## src/rtl/trng_byte_collector.sv

```systemverilog
// Packs the ring-oscillator raw bit into bytes: 2-flop synchroniser, sample decimation,
// optional von Neumann debiaser, repetition-count health test and a valid/ready byte output.
//
// Debiaser pair state:
//   state      | meaning
//   IDLE       | waiting for the first sample of a pair
//   HAVE_FIRST | first sample stored in pair_first, next strobe completes the pair
module trng_byte_collector #(
   parameter int unsigned SAMPLE_DIV = 4,
   parameter int unsigned REP_LIMIT  = 32,
   parameter bit          DEBIAS     = 1'b1
) (
   input  logic       clk,
   input  logic       rst,
   input  logic       ena,
   input  logic       entropy_in,
   output logic [7:0] byte_out,
   output logic       byte_valid,
   input  logic       byte_ready,
   output logic       health_fail,
   output logic [3:0] fill_level
);

   localparam logic [7:0] DIV_LAST = 8'(SAMPLE_DIV - 1);
   localparam logic [7:0] REP_MAX  = 8'(REP_LIMIT);

   typedef enum logic {IDLE, HAVE_FIRST} pair_state_t;

   logic        sync_ff;
   logic        syn;
   logic [7:0]  samp_cnt;
   pair_state_t pair_state;
   logic        pair_first;
   logic [7:0]  run_len;
   logic        last_smp;
   logic [7:0]  shreg;

   logic strobe;
   logic emit_vld;
   logic emit_bit;
   logic fail_now;
   logic take;
   logic out_free;
   logic full;

   assign strobe   = ena && (samp_cnt == DIV_LAST);
   assign fail_now = (run_len >= REP_MAX);
   assign take     = byte_valid && byte_ready;
   assign out_free = !byte_valid || take;
   assign full     = (fill_level == 4'd8);

   always_comb begin
      emit_vld = 1'b0;
      emit_bit = syn;
      if (strobe) begin
         if (DEBIAS) begin
            // (1,0) -> 1 and (0,1) -> 0, so the emitted bit is the first of the pair
            if (pair_state == HAVE_FIRST && syn != pair_first) begin
               emit_vld = 1'b1;
               emit_bit = pair_first;
            end
         end else begin
            emit_vld = 1'b1;
         end
      end
   end

   always_ff @(posedge clk) begin
      if (rst) begin
         sync_ff     <= 1'b0;
         syn         <= 1'b0;
         samp_cnt    <= 8'd0;
         pair_state  <= IDLE;
         pair_first  <= 1'b0;
         run_len     <= 8'd0;
         last_smp    <= 1'b0;
         shreg       <= 8'd0;
         fill_level  <= 4'd0;
         byte_out    <= 8'd0;
         byte_valid  <= 1'b0;
         health_fail <= 1'b0;
      end else begin
         sync_ff <= entropy_in;
         syn     <= sync_ff;

         if (!ena) begin
            samp_cnt   <= 8'd0;
            pair_state <= IDLE;
         end else begin
            samp_cnt <= strobe ? 8'd0 : samp_cnt + 8'd1;
            if (strobe) begin
               if (pair_state == IDLE) begin
                  pair_first <= syn;
                  pair_state <= HAVE_FIRST;
               end else begin
                  pair_state <= IDLE;
               end
            end
         end

         // run_len starts at 0 after reset, so the first sample always lands on 1
         if (strobe) begin
            last_smp <= syn;
            if (syn != last_smp || run_len == 8'd0)
               run_len <= 8'd1;
            else if (run_len != 8'hFF)
               run_len <= run_len + 8'd1;
         end

         if (health_fail || fail_now) begin
            health_fail <= 1'b1;
            byte_valid  <= 1'b0;
         end else if (full) begin
            if (out_free) begin
               byte_out   <= shreg;
               byte_valid <= 1'b1;
               if (emit_vld) begin
                  shreg      <= {shreg[6:0], emit_bit};
                  fill_level <= 4'd1;
               end else begin
                  fill_level <= 4'd0;
               end
            end
         end else begin
            if (take)
               byte_valid <= 1'b0;
            if (emit_vld) begin
               shreg      <= {shreg[6:0], emit_bit};
               fill_level <= fill_level + 4'd1;
            end
         end
      end
   end

endmodule
```

## config.mk

```make
export PLATFORM = sky130hd
export DESIGN_NAME = trng_byte_collector
export DESIGN_NICKNAME = d
export VERILOG_FILES = /design/src/rtl/trng_byte_collector.sv
export SDC_FILE = /design/constraint.sdc
export NUM_CORES = 1
export LEC_CHECK = 0
export CORE_MARGIN = 5
export CORE_UTILIZATION = 30
export DETAILED_ROUTE_END_ITERATION = 16
export PLACE_DENSITY = 0.47
export SYNTH_ARGS = -nofsm -noshare
export SYNTH_HDL_FRONTEND = slang
export SYNTH_SLANG_ARGS = --single-unit
```

## constraint.sdc

```tcl
create_clock -name clk -period 3.8 [get_ports clk]
set_clock_uncertainty 0.05 [all_clocks]
set_input_delay 0.57 -clock clk [delete_from_list [all_inputs] [get_ports clk]]
set_output_delay 0.57 -clock clk [all_outputs]
set_load 0.05 [all_outputs]
```

==> reports/qor.txt, run 1 <==
status = completed
count of antenna-violating nets left after detailed routing = 0
worst-skew pair later-pin latency = 0.30 ns
CTS clk-pin slew, worst paths = 0.08 ns
Cell variety after synth = 42
net switching power = 173.1 uW
first-pass GRT wire length = 7210 um
Die Area = 8060 um2
CTS tree = done
Final HPWL DP = 2544 um
drt drc = 0
top cells by count, synth = 43 x dfxtp_1, 20 x nand3_1, 20 x nor2_1, 19 x a21oi_1, 12 x o21ai_0
Worst Path Max Fanout = 7
Yosys warning total = 0
Synth Area in Compound Gates = 15.99%
vias in the first global route = 1,491
Vias = 1,502
flops & latches, synth = 43
DIE WIDTH = 89.78 um
Final period util = 61.79%
count of pins over their slew limit = 0
HP Start = sync_ff$_SDFF_PP0_
Synth Area in XOR/XNOR = 4.128%
Core Region = 6277 um2
FP Rows = 29
Syn Inst Count = 203
number of inserted diodes = 0
FF-to-FF setup slack = 1.53 ns
layout cells sized above 1 = 8.520%
pwr dens = 372.9 nW/um2
Mapped Nets = 213
DP Area = 2153 um2
top cell type's share of synthesized area = 45.09%
WL final = 3907 um
largest family of logic cells by synthesized area = simple AND/OR/NAND/NOR gates
Netlist Area Pre-Place = 1909 um2
CTS buffer count = 5
First-pass DRT Iterations = 4
vias per cell = 5.007
First DRT Iteration DRCs = 81
combinational group share of total power = 2.5%
Setup CP Type = in2reg
pin count of the biggest net entering global routing = 26
Clock Sinks = 43
highest clock rate = 425.9 MHz
Synth area leader = dfxtp_1
Slew @ Worst Pin = 0.8246 ns
Sw Ratio = 20.45%
FFs w/ async S/R, synth = 0%
final setup fails = 0
Mapped Avg Cell Area = 9.406 um2
Post-synth top flop = dfxtp_1
VDD IR max = 229.7 uV
fin area = 2271 um2
Worst Path Required = 3.90 ns
mux cell area share after synthesis = 5.242%
Min-Delay Path Class = reg2reg
Final nets = 232
Seq/Total Area, Yosys = 45.09%
Initial Utilization = 30.42%
Die Y = 89.78 um
Post-synth EDFFs = 0
post-route setup slack = 1.452 ns
IO Count = 19
# hold bufs at CTS = 0
Synth Area in Adders = 3.277%
Critical Path AT = 2.45 ns
pre-CTS WS = 1.115 ns
Root Buffer = clkbuf_8
min Tclk post-route = 2.348 ns
GPL Wtd Cong = 0.7365
clk buf depth = 2
Post-Synth Simple-Gate Area = 22.61%
Post-CTS Resized = 0
Critical path origin = ena
Static Leak = 0.8476 nW
startpoint class of the critical path = input pin
unrepaired setup endpoints after global routing = no
number of setup buffers added after CTS = 0
synthesis-to-layout area growth = 18.94%
Final Hold Fails = 0
grt ovf = 0
WL per Instance = 13.02 um
fill cell total of the finished layout = 660
max_slew headroom = 44.79%
max cap viols = 0
sequential power share = 53.7%
initial antenna violation count = 0
Clock Power Share = 43.8%
total negative slack = 0 ns
Crit. End Element = register
Core Util, Final = 36.18%
IO buf count = 18
Int Pwr = 673.6 uW
largest cells by area after synthesis = dfxtp_1 45%, mux2i_1 5.2%, nand3_1 5.2%
count leader, synth = dfxtp_1
gr usage total = 10.57%
RR Startpoint = samp_cnt[0]$_SDFF_PP0_
worst hold margin = 0.3908 ns
H-tree levels = 2
==> cell families (layout without fill, tap and decap cells) <==
| family | after synthesis | after routing |
|---|---|---|
| DFF | 43 | 43 |
| buffers and inverters | 15 | 35 |
| and+or+nand+nor | 73 | 73 |
| AOI/OAI and AO/OA | 48 | 48 |
| xor gates and xnor gates | 9 | 9 |
| muxes | 10 | 10 |
| adders and majority gates | 5 | 5 |
==> state kept, by name (all words and copies together) (netlist names) <==
signal / count
pair_first: 1
last_smp: 1
sync_ff: 1
byte_valid: 1
run_len: 8
shreg: 8
pair_state: 1
fill_level: 4
byte_out: 8
health_fail: 1
samp_cnt: 8
syn: 1
==> critical path, cell delays in order <==
cell,delay (ns)
clkdlybuf4s50_1,0.49
nor4b_4,0.45
nand2_1,0.29
o21ai_1,0.53
a21oi_1,0.12
==> cell type report <==
type                    instances  area [um2]  area share (%)
multi-input cells             145       978.4           43.09
inverters                       8       30.03           1.322
clock inverters                 2       35.03           1.543
well taps                      77       96.34           4.242
flip-flops and latches         43       860.8           37.91
repair buffers                 19       187.7           8.264
clock buffers                   6       82.58           3.636
==> cell usage in the layout, fill, tap and decap left out, drive strengths merged, types with 2 or more instances in the layout <==
cell / synthesis / layout
nand4: 3 / 3
and3: 5 / 5
ha: 5 / 5
nor4b: 3 / 3
or4: 3 / 3
clkdlybuf4s50: 0 / 18
o31ai: 5 / 5
dfxtp: 43 / 43
inv: 8 / 8
a21oi: 19 / 19
o21ai: 13 / 13
mux2i: 10 / 10
nor2b: 2 / 2
nor2: 20 / 20
o211ai: 4 / 4
nand3: 21 / 21
xnor2: 2 / 2
clkbuf: 3 / 6
xor2: 7 / 7
or3: 3 / 3
nand2: 7 / 7
==> power groups by stage <==
stage	logic (mW)	registers [mW]	clock network (mW)
after floorplan	0.0125	0.465	0
after global placement	0.0218	0.465	0
after detailed placement	0.0218	0.465	0
after CTS	0.0219	0.455	0.385
after global routing	0.0241	0.455	0.403
final	0.0214	0.455	0.371
==> routing by layer <==
metal	share of wire, %	track usage, %	wire (um)
met5	0	0	0
met4	2.0	4.282	78
met3	4.6	3.506	179
met2	41	15.18	1621
met1	52	14.45	2028
==> through the flow <==
stage	power (mW)	cells
2_1_floorplan	0.4772	203
3_3_place_gp	0.4870	292
3_5_place_dp	0.4870	292
4_1_cts	0.8615	300
5_1_grt	0.8820	300
6_report	0.8468	300
==> final timing paths <==
check / end / cells after the start
hold reg to reg: syn$_SDFF_PP0_ / 1
setup reg to reg: run_len[5]$_SDFFE_PP0P_ / 5
hold / removal: syn$_SDFF_PP0_ / 1
setup / recovery: run_len[5]$_SDFFE_PP0P_ / 5
Note: power is estimated with default switching activity, not from simulation.
==> run 2: changes to the inputs <==
- clock period: 3.8 -> 2.45 ns (I/O delays scaled with it)
==> run 2 against run 1 <==
  * Critical path type is now reg2reg
  * Clock-buffer cell count unchanged
  * Sequential power is 55% higher
  * Final area is 0.99% higher
  * Highest routed layer unchanged
==> reports/qor.txt, run 2 (synthesized netlist as in run 1, its figures left out) <==
Final HPWL DP = 2705 um (+6.4%)
Worst Path Max Fanout = 10 (+3)
Final nets = 239 (+3.0%)
area of the multi-input gates = 978.4 um2 (unchanged)
RR Startpoint = samp_cnt[0]$_SDFF_PP0_
fill cell total of the finished layout = 666 (+0.91%)
Final period util = 83.02%
Die Y = 89.78 um (unchanged)
vias in the first global route = 1,434 (-3.8%)
max_slew headroom = 66.73% (+22 points)
Slew @ Worst Pin = 0.4975 ns (-0.3271 ns)
DP Area = 2206 um2 (+2.4%)
CTS tree = done
grt ovf = 0 (unchanged)
most common cell after layout, fill and taps aside = dfxtp_1
FF-to-FF setup slack = 0.42 ns (-1.11 ns)
sequential power share = 58.9% (+5.2 points)
vias per cell = 4.892 (-2.3%)
count of pins over their slew limit = 0 (unchanged)
worst hold margin = 0.3911 ns (+0.0002330 ns)
Initial Utilization = 30.42% (unchanged)
Worst Setup EP = fill_level[0]$_SDFFE_PP0P_
most frequent cells in the layout = 43 x dfxtp_1, 20 x nor2_1, 20 x nand3_1
# hold bufs at CTS = 0 (unchanged)
Sw Ratio = 21.67% (+1.2 points)
drt drc = 0 (unchanged)
clk buf depth = 2 (unchanged)
H-tree levels = 2 (unchanged)
Vias = 1,497 (-0.33%)
final setup fails = 0 (unchanged)
pwr dens = 522.4 nW/um2 (+40%)
First DRT Iteration DRCs = 81 (unchanged)
Final Hold Fails = 0 (unchanged)
Worst R2R Path Depth = 6 (+1)
fin area = 2293 um2 (+0.99%)
Worst Path Required = 2.65 ns (-1.25 ns)
synthesis-to-layout area growth = 20.12%
Power Total = 1.198 mW (+41%)
cells along the critical path = ha_1 -> nor4b_4 -> buf_4 -> nand3_2 -> a2111oi_0 -> a31o_2
Static Leak = 0.8678 nW (+2.4%)
status = completed
pin count of the biggest net entering global routing = 25 (-3.8%)
highest clock rate = 491.6 MHz
number of inserted diodes = 0 (unchanged)
Root Buffer = clkbuf_8
Int Pwr = 938.5 uW (+39%)
Top delay family on crit path = simple AND/OR/NAND/NOR gates
CTS clk-pin slew, worst paths = 0.08 ns (about the same)
CP Depth = 6 (+1)
unrepaired setup endpoints after global routing = no
Crit. End Element = register
sequential cell area = 860.8 um2 (unchanged)
slowest stage delay, CP = 0.40 ns (-0.13 ns)
DIE WIDTH = 89.78 um (unchanged)
Die Area = 8060 um2 (unchanged)
number of setup buffers added after CTS = 0 (unchanged)
min Tclk post-route = 2.034 ns
gr usage total = 10.00% (-0.57 points)
count of antenna-violating nets left after detailed routing = 0 (unchanged)
R2R Path End = fill_level[0]$_SDFFE_PP0P_
First-pass DRT Iterations = 4 (unchanged)
max cap viols = 0 (unchanged)
CTS buffer count = 5 (unchanged)
combinational group share of total power = 3.0% (+0.5 points)
startpoint class of the critical path = register
IO buf count = 18 (unchanged)
GPL Wtd Cong = 0.7626 (+3.5%)
Clock Power Share = 38.1% (-5.7 points)
WL per Instance = 12.89 um (-1.0%)
CP Buf/Inv Count = 1 (unchanged)
FP Rows = 29 (unchanged)
Critical Path AT = 2.23 ns (-0.22 ns)
WL final = 3945 um (+0.97%)
VDD IR max = 340.3 uV (+48%)
worst-skew pair later-pin latency = 0.30 ns (about the same)
Clock Sinks = 43 (unchanged)
layout cells sized above 1 = 10.92% (+2.4 points)
Min-Delay Path Class = reg2reg
initial antenna violation count = 0 (unchanged)
first-pass GRT wire length = 6755 um (-6.3%)
Setup CP Type = reg2reg
Slowest-stage cell, CP = dfxtp_1
total negative slack = 0 ns (unchanged)
Core Region = 6277 um2 (unchanged)
net switching power = 259.6 uW (+50%)
IO Count = 19 (unchanged)
Critical path origin = samp_cnt[0]$_SDFF_PP0_
Post-CTS Resized = 0 (unchanged)
-- run 2: worst min path at each step --
stage | start | to | slack, ns | cells past startpoint
global route | sync_ff$_SDFF_PP0_ | syn$_SDFF_PP0_ | 0.42 | 1
detailed placement | sync_ff$_SDFF_PP0_ | syn$_SDFF_PP0_ | 0.38 | 1
CTS | sync_ff$_SDFF_PP0_ | syn$_SDFF_PP0_ | 0.39 | 1
floorplan | sync_ff$_SDFF_PP0_ | syn$_SDFF_PP0_ | 0.36 | 1
finish | sync_ff$_SDFF_PP0_ | syn$_SDFF_PP0_ | 0.39 | 1
global placement | sync_ff$_SDFF_PP0_ | syn$_SDFF_PP0_ | 0.37 | 1
-- run 2: per-stage QoR --
stage,util [%],instances,setup slack [ns]
floorplan,-,203,0.3784
global placement,35.14,299,0.2902
detailed placement,35.14,299,0.2491
CTS,36.54,306,0.3857
global route,36.54,306,0.2204
finish,36.54,306,0.4160
-- run 2: layer usage --
layer  global-route usage, %  part of all wire (%)  up-vias
met5                       0                     0        -
met4                   4.156                   1.7        0
met3                   2.755                   3.0        6
met2                   14.63                    42       17
met1                   13.76                    54      684
li1                        -                     -      790
-- run 2: power by group through the flow --
| stage | clock network, mW | registers (mW) | logic, mW |
|---|---|---|---|
| 4_1_cts | 0.479 | 0.705 | 0.0369 |
| 2_1_floorplan | 0 | 0.721 | 0.0194 |
| 3_3_place_gp | 0 | 0.722 | 0.0368 |
| 3_5_place_dp | 0 | 0.722 | 0.0367 |
| 6_report | 0.457 | 0.705 | 0.0362 |
| 5_1_grt | 0.502 | 0.706 | 0.0399 |
-- run 2: area by class of cell --
class	instances	area share (%)
repair buffers	26	10.47
flip-flops and latches	43	37.53
well taps	77	4.201
clock buffers	6	3.601
multi-input cells	145	42.66
inverters	8	1.309
clock inverters	1	0.2182
-- run 2: worst reg2reg max path, stage by stage, from the launching register on --
cell       delay, ns
dfxtp_1         0.40
ha_1            0.26
nor4b_4         0.36
buf_4           0.21
nand3_2         0.18
a2111oi_0       0.38
a31o_2          0.15
